$ cat src/rtl/adma_pkg.sv
// rtl/adma_pkg.sv - shared types and AXI response encodings for the ADMA data mover
package adma_pkg;

    localparam logic [1:0] BRESP_OKAY   = 2'b00;
    localparam logic [1:0] BRESP_EXOKAY = 2'b01;
    localparam logic [1:0] BRESP_SLVERR = 2'b10;
    localparam logic [1:0] BRESP_DECERR = 2'b11;

    typedef enum logic {
        IDLE  = 1'b0,
        ISSUE = 1'b1
    } sched_state_t;

endpackage

$ cat src/rtl/adma_rr_arb.sv
// rtl/adma_rr_arb.sv - combinational round-robin pick starting at a pointer
module adma_rr_arb #(
    parameter int CH_NUM = 4,
    parameter int IDX_W  = $clog2(CH_NUM)
) (
    input  logic [CH_NUM-1:0] i_req,
    input  logic [IDX_W-1:0]  i_ptr,
    output logic [CH_NUM-1:0] o_gnt,
    output logic [IDX_W-1:0]  o_gnt_idx,
    output logic              o_gnt_vld
);

    always_comb begin
        int j;
        o_gnt     = '0;
        o_gnt_idx = '0;
        o_gnt_vld = 1'b0;
        j         = 0;
        // Scan from the pointer upward, wrapping past the last channel.
        for (int i = 0; i < CH_NUM; i++) begin
            j = int'(i_ptr) + i;
            if (j >= CH_NUM) begin
                j = j - CH_NUM;
            end
            if (!o_gnt_vld && i_req[j]) begin
                o_gnt_vld = 1'b1;
                o_gnt[j]  = 1'b1;
                o_gnt_idx = IDX_W'(j);
            end
        end
    end

endmodule

$ cat src/rtl/adma_dm_aw_sched.sv
// rtl/adma_dm_aw_sched.sv - write burst scheduler: channel arbitration, AW issue, W mover push, B routing
module adma_dm_aw_sched
    import adma_pkg::*;
#(
    parameter int CH_NUM       = 4,
    parameter int ATX_ID_W     = 2,
    parameter int ATX_ADDR_W   = 32,
    parameter int ATX_LEN_W    = 8,
    parameter int ATX_NUM_OSTD = 4
) (
    input  logic                                 clk,
    input  logic                                 rst_n,
    input  logic [CH_NUM*ATX_ADDR_W-1:0]         ch_awaddr,
    input  logic [CH_NUM*ATX_LEN_W-1:0]          ch_awlen,
    input  logic [CH_NUM-1:0]                    ch_aw_vld,
    output logic [CH_NUM-1:0]                    ch_aw_rdy,
    output logic [CH_NUM-1:0]                    ch_done,
    output logic [CH_NUM-1:0]                    ch_err,
    output logic [ATX_LEN_W-1:0]                 atx_awlen,
    output logic                                 atx_vld,
    input  logic                                 atx_rdy,
    output logic [ATX_ID_W-1:0]                  m_awid_o,
    output logic [ATX_ADDR_W-1:0]                m_awaddr_o,
    output logic [ATX_LEN_W-1:0]                 m_awlen_o,
    output logic                                 m_awvalid_o,
    input  logic                                 m_awready_i,
    input  logic [ATX_ID_W-1:0]                  m_bid_i,
    input  logic [1:0]                           m_bresp_i,
    input  logic                                 m_bvalid_i,
    output logic                                 m_bready_o,
    output logic [$clog2(ATX_NUM_OSTD+1)-1:0]    ostd_cnt,
    output logic                                 unexp_b_err
);

    localparam int IDX_W = $clog2(CH_NUM);
    localparam int CNT_W = $clog2(ATX_NUM_OSTD+1);

    sched_state_t           r_state;
    sched_state_t           w_state_nxt;
    logic [IDX_W-1:0]       r_rr_ptr;
    logic [CH_NUM-1:0]      w_gnt;
    logic [IDX_W-1:0]       w_gnt_idx;
    logic                   w_gnt_vld;
    logic                   w_grant;
    logic                   w_aw_hs;
    logic                   w_atx_hs;
    logic                   w_b_hs;
    logic                   w_b_err;
    logic                   w_b_id_ok;
    logic                   w_ostd_inc;
    logic                   w_ostd_dec;
    logic [CH_NUM-1:0]      w_b_dec;
    logic [ATX_ADDR_W-1:0]  w_sel_addr;
    logic [ATX_LEN_W-1:0]   w_sel_len;

    logic [ATX_ID_W-1:0]    r_awid;
    logic [ATX_ADDR_W-1:0]  r_awaddr;
    logic [ATX_LEN_W-1:0]   r_awlen;
    logic [ATX_LEN_W-1:0]   r_atx_len;
    logic                   r_awvalid;
    logic                   r_atx_vld;
    logic                   r_bready;
    logic [CNT_W-1:0]       r_ostd;
    logic [CH_NUM-1:0]      r_done;
    logic [CH_NUM-1:0]      r_err;
    logic                   r_unexp;

    adma_rr_arb #(
        .CH_NUM (CH_NUM),
        .IDX_W  (IDX_W)
    ) u_arb (
        .i_req     (ch_aw_vld),
        .i_ptr     (r_rr_ptr),
        .o_gnt     (w_gnt),
        .o_gnt_idx (w_gnt_idx),
        .o_gnt_vld (w_gnt_vld)
    );

    // The limit check uses the registered count, so a same-cycle B frees nothing yet.
    assign w_grant    = (r_state == IDLE) && w_gnt_vld && (r_ostd < CNT_W'(ATX_NUM_OSTD));
    assign w_aw_hs    = r_awvalid && m_awready_i;
    assign w_atx_hs   = r_atx_vld && atx_rdy;
    assign w_b_hs     = m_bvalid_i && r_bready;
    assign w_b_err    = (m_bresp_i == BRESP_SLVERR) || (m_bresp_i == BRESP_DECERR);
    assign w_b_id_ok  = int'(m_bid_i) < CH_NUM;
    assign w_ostd_inc = w_aw_hs;
    assign w_ostd_dec = w_b_hs && (r_ostd != '0);

    always_comb begin
        w_sel_addr = '0;
        w_sel_len  = '0;
        w_b_dec    = '0;
        for (int i = 0; i < CH_NUM; i++) begin
            if (w_gnt[i]) begin
                w_sel_addr = ch_awaddr[i*ATX_ADDR_W +: ATX_ADDR_W];
                w_sel_len  = ch_awlen[i*ATX_LEN_W +: ATX_LEN_W];
            end
            w_b_dec[i] = w_b_hs && (int'(m_bid_i) == i);
        end
    end

    always_comb begin
        w_state_nxt = r_state;
        case (r_state)
            IDLE: begin
                if (w_grant) begin
                    w_state_nxt = ISSUE;
                end
            end
            ISSUE: begin
                if ((w_aw_hs || !r_awvalid) && (w_atx_hs || !r_atx_vld)) begin
                    w_state_nxt = IDLE;
                end
            end
            default: w_state_nxt = IDLE;
        endcase
    end

    always_ff @(posedge clk or negedge rst_n) begin
        if (!rst_n) begin
            r_state   <= IDLE;
            r_rr_ptr  <= '0;
            r_awid    <= '0;
            r_awaddr  <= '0;
            r_awlen   <= '0;
            r_atx_len <= '0;
            r_awvalid <= 1'b0;
            r_atx_vld <= 1'b0;
        end else begin
            r_state <= w_state_nxt;
            if (w_grant) begin
                r_rr_ptr  <= (int'(w_gnt_idx) == CH_NUM-1) ? '0 : w_gnt_idx + 1'b1;
                r_awid    <= ATX_ID_W'(w_gnt_idx);
                r_awaddr  <= w_sel_addr;
                r_awlen   <= w_sel_len;
                r_atx_len <= w_sel_len;
                r_awvalid <= 1'b1;
                r_atx_vld <= 1'b1;
            end else begin
                if (w_aw_hs) begin
                    r_awvalid <= 1'b0;
                end
                if (w_atx_hs) begin
                    r_atx_vld <= 1'b0;
                end
            end
        end
    end

    always_ff @(posedge clk or negedge rst_n) begin
        if (!rst_n) begin
            r_bready <= 1'b0;
            r_ostd   <= '0;
            r_done   <= '0;
            r_err    <= '0;
            r_unexp  <= 1'b0;
        end else begin
            r_bready <= 1'b1;
            if (w_ostd_inc && !w_ostd_dec) begin
                r_ostd <= r_ostd + 1'b1;
            end else if (!w_ostd_inc && w_ostd_dec) begin
                r_ostd <= r_ostd - 1'b1;
            end
            r_done <= w_b_dec;
            r_err  <= w_b_err ? w_b_dec : '0;
            if (w_b_hs && ((r_ostd == '0) || !w_b_id_ok)) begin
                r_unexp <= 1'b1;
            end
        end
    end

    assign ch_aw_rdy   = w_grant ? w_gnt : '0;
    assign ch_done     = r_done;
    assign ch_err      = r_err;
    assign atx_awlen   = r_atx_len;
    assign atx_vld     = r_atx_vld;
    assign m_awid_o    = r_awid;
    assign m_awaddr_o  = r_awaddr;
    assign m_awlen_o   = r_awlen;
    assign m_awvalid_o = r_awvalid;
    assign m_bready_o  = r_bready;
    assign ostd_cnt    = r_ostd;
    assign unexp_b_err = r_unexp;

endmodule

$ cat config.mk
export PLATFORM = sky130hd
export DESIGN_NAME = adma_dm_aw_sched
export DESIGN_NICKNAME = d
export VERILOG_FILES = /design/src/rtl/adma_pkg.sv /design/src/rtl/adma_rr_arb.sv /design/src/rtl/adma_dm_aw_sched.sv
export SDC_FILE = /design/constraint.sdc
export NUM_CORES = 1
export LEC_CHECK = 0
export ABC_AREA = 1
export CAP_MARGIN = 15
export CORE_MARGIN = 2
export CORE_UTILIZATION = 40
export CTS_CLUSTER_SIZE = 12
export DETAILED_ROUTE_END_ITERATION = 10
export PLACE_DENSITY = 0.92
export RECOVER_POWER = 100
export SLEW_MARGIN = 20
export SYNTH_ARGS = -nofsm -noshare
export SYNTH_HDL_FRONTEND = slang
export SYNTH_HIERARCHICAL = 1
export SYNTH_SLANG_ARGS = --single-unit
$ cat constraint.sdc
create_clock -name clk -period 3.4 [get_ports clk]
set_input_delay 0.34 -clock clk [delete_from_list [all_inputs] [get_ports clk]]
set_output_delay 0.34 -clock clk [all_outputs]
set_load 0.005 [all_outputs]
==> implementation parameters <==
Parameter                              Value

Placement
  Number of placed cells counting well taps ... 1,035
  Input/output buffers ... 240
  Placed cell area ... 6860 sq um
  Post-detail-place hpwl ... 11,200 um
  Global placement routability congestion ... approximately 0.87
  Pre-CTS setup slack ... 0.486 ns

Yosys
  Count of yosys warnings during synthesis ... 6
  Mapped Cells ... roughly 700
  Mapped cell area ... 4440 sq um
  Number of nets in the synthesized netlist ... 881
  Most used standard cell by instance count after synthesis ... nand2_1
  Top cell type by total area after synthesis ... dfrtp_1
  Leading post-synthesis cells by cell area ... dfrtp_1 34%, nand2_1 20%, nor2_1 7.1%
  Number of enable-type register cells in the synthesized netlist ... 0
  Leading register cell type out of synthesis ... dfrtp_1
  Sequential share of the synthesized area ... 0.338
  Avg Synthesized Cell Area ... 6.37 sq um
  Most frequent cells after synthesis ... 236 x nand2_1, 84 x nor2_1, 62 x inv_1
  Synth Register Bits ... 60
  Distinct cells, synth ... 30
  Fraction of post-synthesis cell area in the top cell type by area ... 0.338
  Ys async rst share ... 1.00

Critical path
  Largest fanout on the critical path ... 17
  Arrival time worst endpoint ... approximately 2.8 ns
  CP endpoint ... ch_aw_rdy[3]
  Endpoint of the lowest-slack register-to-register path ... m_awaddr_o[29]
  Family with the most delay on the worst path ... simple AND/OR/NAND/NOR gates
  Critical path required time ... just over 3 ns
  List of cells traversed by the critical path ... inv_2 > ha_1 > inv_1 > nand2_1 > nand2_2 > nor2_4 > nand4_1 > nand2_4 > nor2_1 > clkdlybuf4s50_1
  Reg-to-reg setup timing slack ... 0.34 ns
  Stage delay of the slowest cell on the critical path ... about 0.47 ns
  Critical setup path kind ... reg2out
  Startpoint of the most critical register-to-register path ... r_rr_ptr[1]
  WP buf/inv ... 3
  Number of gates on the worst path with buffers counted ... 10
  Start point of the critical path ... r_rr_ptr[1]
  CP endpoint kind ... output port
  Worst path slowest cell ... clkdlybuf4s50_1
  Sort of element at the start of the critical path ... flip-flop
  Cell depth of the worst flop-to-flop path ... 13

Clocking
  Number of buffers created by CTS ... 9
  Post-CTS setup buffer count ... 0
  Clock Root Buffer ... clkbuf_8
  Count of instances resized after the clock tree is built ... 0
  Number of H-tree branching levels ... 3
  Clock tree from TritonCTS ... done
  Number of clock sinks ... 60
  Clock latency on the worst-skew pair ... 0.35 ns
  Buffer depth of the longest clock path ... 2
  Clock transition at path regs ... 0.08 ns
  Quantity of hold-fixing buffers added after cts ... 0

Layout
  Fraction of layout instances using a drive strength above 1 ... 0.0560
  Finished Cell Area ... 7040 sq um
  Final instance count without filler cells ... 1,051
  Diodes inserted ... 0
  Final-stage net count ... 1,090
  Fill count ... 915
  Area added between synthesis and finish ... 58.8%

Die
  Area of the die ... roughly 12,000 sq um
  Number of rows in the core area ... 38
  Starting Density ... 0.409
  IO Count ... 242
  Placeable core area ... 10,800 sq um
  DIE HEIGHT ... 109 um
  Die boundary width ... around 110 um

Drt
  Routed wire per std cell ... ~15 um
  First-pass DRT Iterations ... 9
  Final wirelength ... between 15,000 and 20,000 um
  DRC violation count after routing ... 0
  1st-iter DRT viols ... around 340
  Final antenna-violating net count ... 0
  Via Count ... about 5.4k
  Via-per-instance ratio ... around 5.1

Power and ir drop
  Net switching power of the design ... 3810 uW
  IR Drop Worst-Case VDD ... approximately 770 uV
  Register share of total power ... 0.173
  Leak pwr ... 0.00359 uW
  Combinational fraction of design power ... 0.734
  Share of total power in the clock network ... 0.094
  Switching fraction of total power ... 0.544
  Pwr dens ... 995 nW/um^2
  Cell-internal power ... approximately 3200 uW

Timing
  Hold Worst Slack ... ~0.36 ns
  Least-Margin Pin Slew ... between 1.5 and 2 ns
  Setup slack of the critical path after layout ... 0.282 ns
  Setup tns final ... 0 ns
  Final period utilization ... 0.917
  Maximum clock skew at final layout ... 0.00962 ns
  Final min period ... 3.12 ns
  Max Clock Freq ... 321 MHz
  Final-report max-slew violation count ... 27
  Total count of hold-check failures in the final report ... 0
  Unrepaired setup endpoints after global routing ... no
  Setup violation total in the final timing report ... 0
  Headroom to the max-slew limit ... -0.0507

GRT
  First-pass GRT wire length ... approximately 24,000 um
  Maximum number of pins on one net before global-route repair ... 42
  Total routing resource utilization after global routing ... 0.265
  Sum of overflow across all layers after global routing ... 0
  Number of global-route vias before repair ... 5,032
  Initial antenna violation count ... 0

Status
  Failing checks ... capacitance limit, slew limit
  Result of the run ... complete, but fails checks

Hold path
  Kind of path behind the tightest hold check ... in2async

Flow run
  # Max-Cap Violations ... 1
## cell usage in the layout, fill, tap and decap left out, drive strengths merged
master | synthesis | final
o21bai | 1 | 1
a21boi | 4 | 4
nand3 | 59 | 59
fa | 1 | 1
dlygate4sd3 | 0 | 66
bufinv | 0 | 1
o21ai | 3 | 3
inv | 66 | 66
clkbuf | 15 | 12
nor2 | 87 | 87
or2 | 1 | 1
clkinv | 0 | 3
a21oi | 47 | 47
conb | 1 | 1
clkdlybuf4s50 | 0 | 173
buf | 40 | 11
clkinvlp | 0 | 3
o22ai | 1 | 1
dfrtp | 60 | 60
nor3 | 4 | 4
nor4 | 4 | 4
nand4 | 47 | 47
ha | 10 | 10
nand2 | 244 | 244
xnor2 | 2 | 2
## worst min path at each step
stage,start,endpoint,slack [ns]
3_3_place_gp,rst_n,atx_awlen[4],0.39
5_1_grt,rst_n,atx_awlen[4],0.50
4_1_cts,rst_n,atx_awlen[4],0.02
6_report,rst_n,atx_awlen[4],0.36
2_1_floorplan,rst_n,atx_awlen[0],0.04
3_5_place_dp,rst_n,atx_awlen[4],0.40
## layer usage
metal	vias to the layer above	global-route usage	share of wire
met4	0	0.0868	0.015
met2	270	0.475	0.50
met5	-	0	0
li1	2635	-	-
met1	2440	0.304	0.38
met3	25	0.0747	0.10
## per-stage QoR
stage          total power, uW  utilization
2_1_floorplan             4630            -
3_3_place_gp              6280        0.633
6_report                  7010        0.650
4_1_cts                   7100        0.651
5_1_grt                   7680        0.650
3_5_place_dp              6430        0.633
## sequential cells by signal, indices dropped and copies added (netlist names), 2 cells and up
signal / count
m_awid_o: 2
ch_err: 4
ostd_cnt: 3
atx_awlen: 8
m_awaddr_o: 32
ch_done: 4
r_rr_ptr: 2
## power by group through the flow
stage	Combinational [uW]	Clock (uW)	Sequential, uW
6_report	5140	656	1210
5_1_grt	5730	698	1250
4_1_cts	5220	663	1230
3_5_place_dp	5190	0	1240
3_3_place_gp	5060	0	1220
2_1_floorplan	3390	0	1250
## cell type report
class / count / area, sq um / area share
timing repair buffer: 253 / 2500 / 0.355
sequential: 60 / 1500 / 0.213
tap: 140 / 175 / 0.0249
clock buffer: 9 / 124 / 0.0176
clock inverter: 7 / 67.6 / 0.00959
inverter: 66 / 248 / 0.0352
multi-input combinational: 516 / 2430 / 0.345
## worst register-to-register path, delay by kind of cell (launching register included)
| kind | cells | cell delay [ns] |
|---|---|---|
| flops | 1 | 0.47 |
| simple gates | 8 | 0.92 |
| buf+inv | 4 | 1.30 |
| fa+ha+maj | 1 | 0.32 |
## kinds of logic (layout without fill, tap and decap cells)
logic type	count (synthesis)	in the layout	synth area share
simple gates	446	446	0.439
buf+inv	121	335	0.119
flops	60	60	0.338
compound gates	56	56	0.0663
fa+ha+maj	11	11	0.0327
xor+xnor	2	2	0.00395
other cells	1	1	0.000845
(Power assumes the default switching activity.)
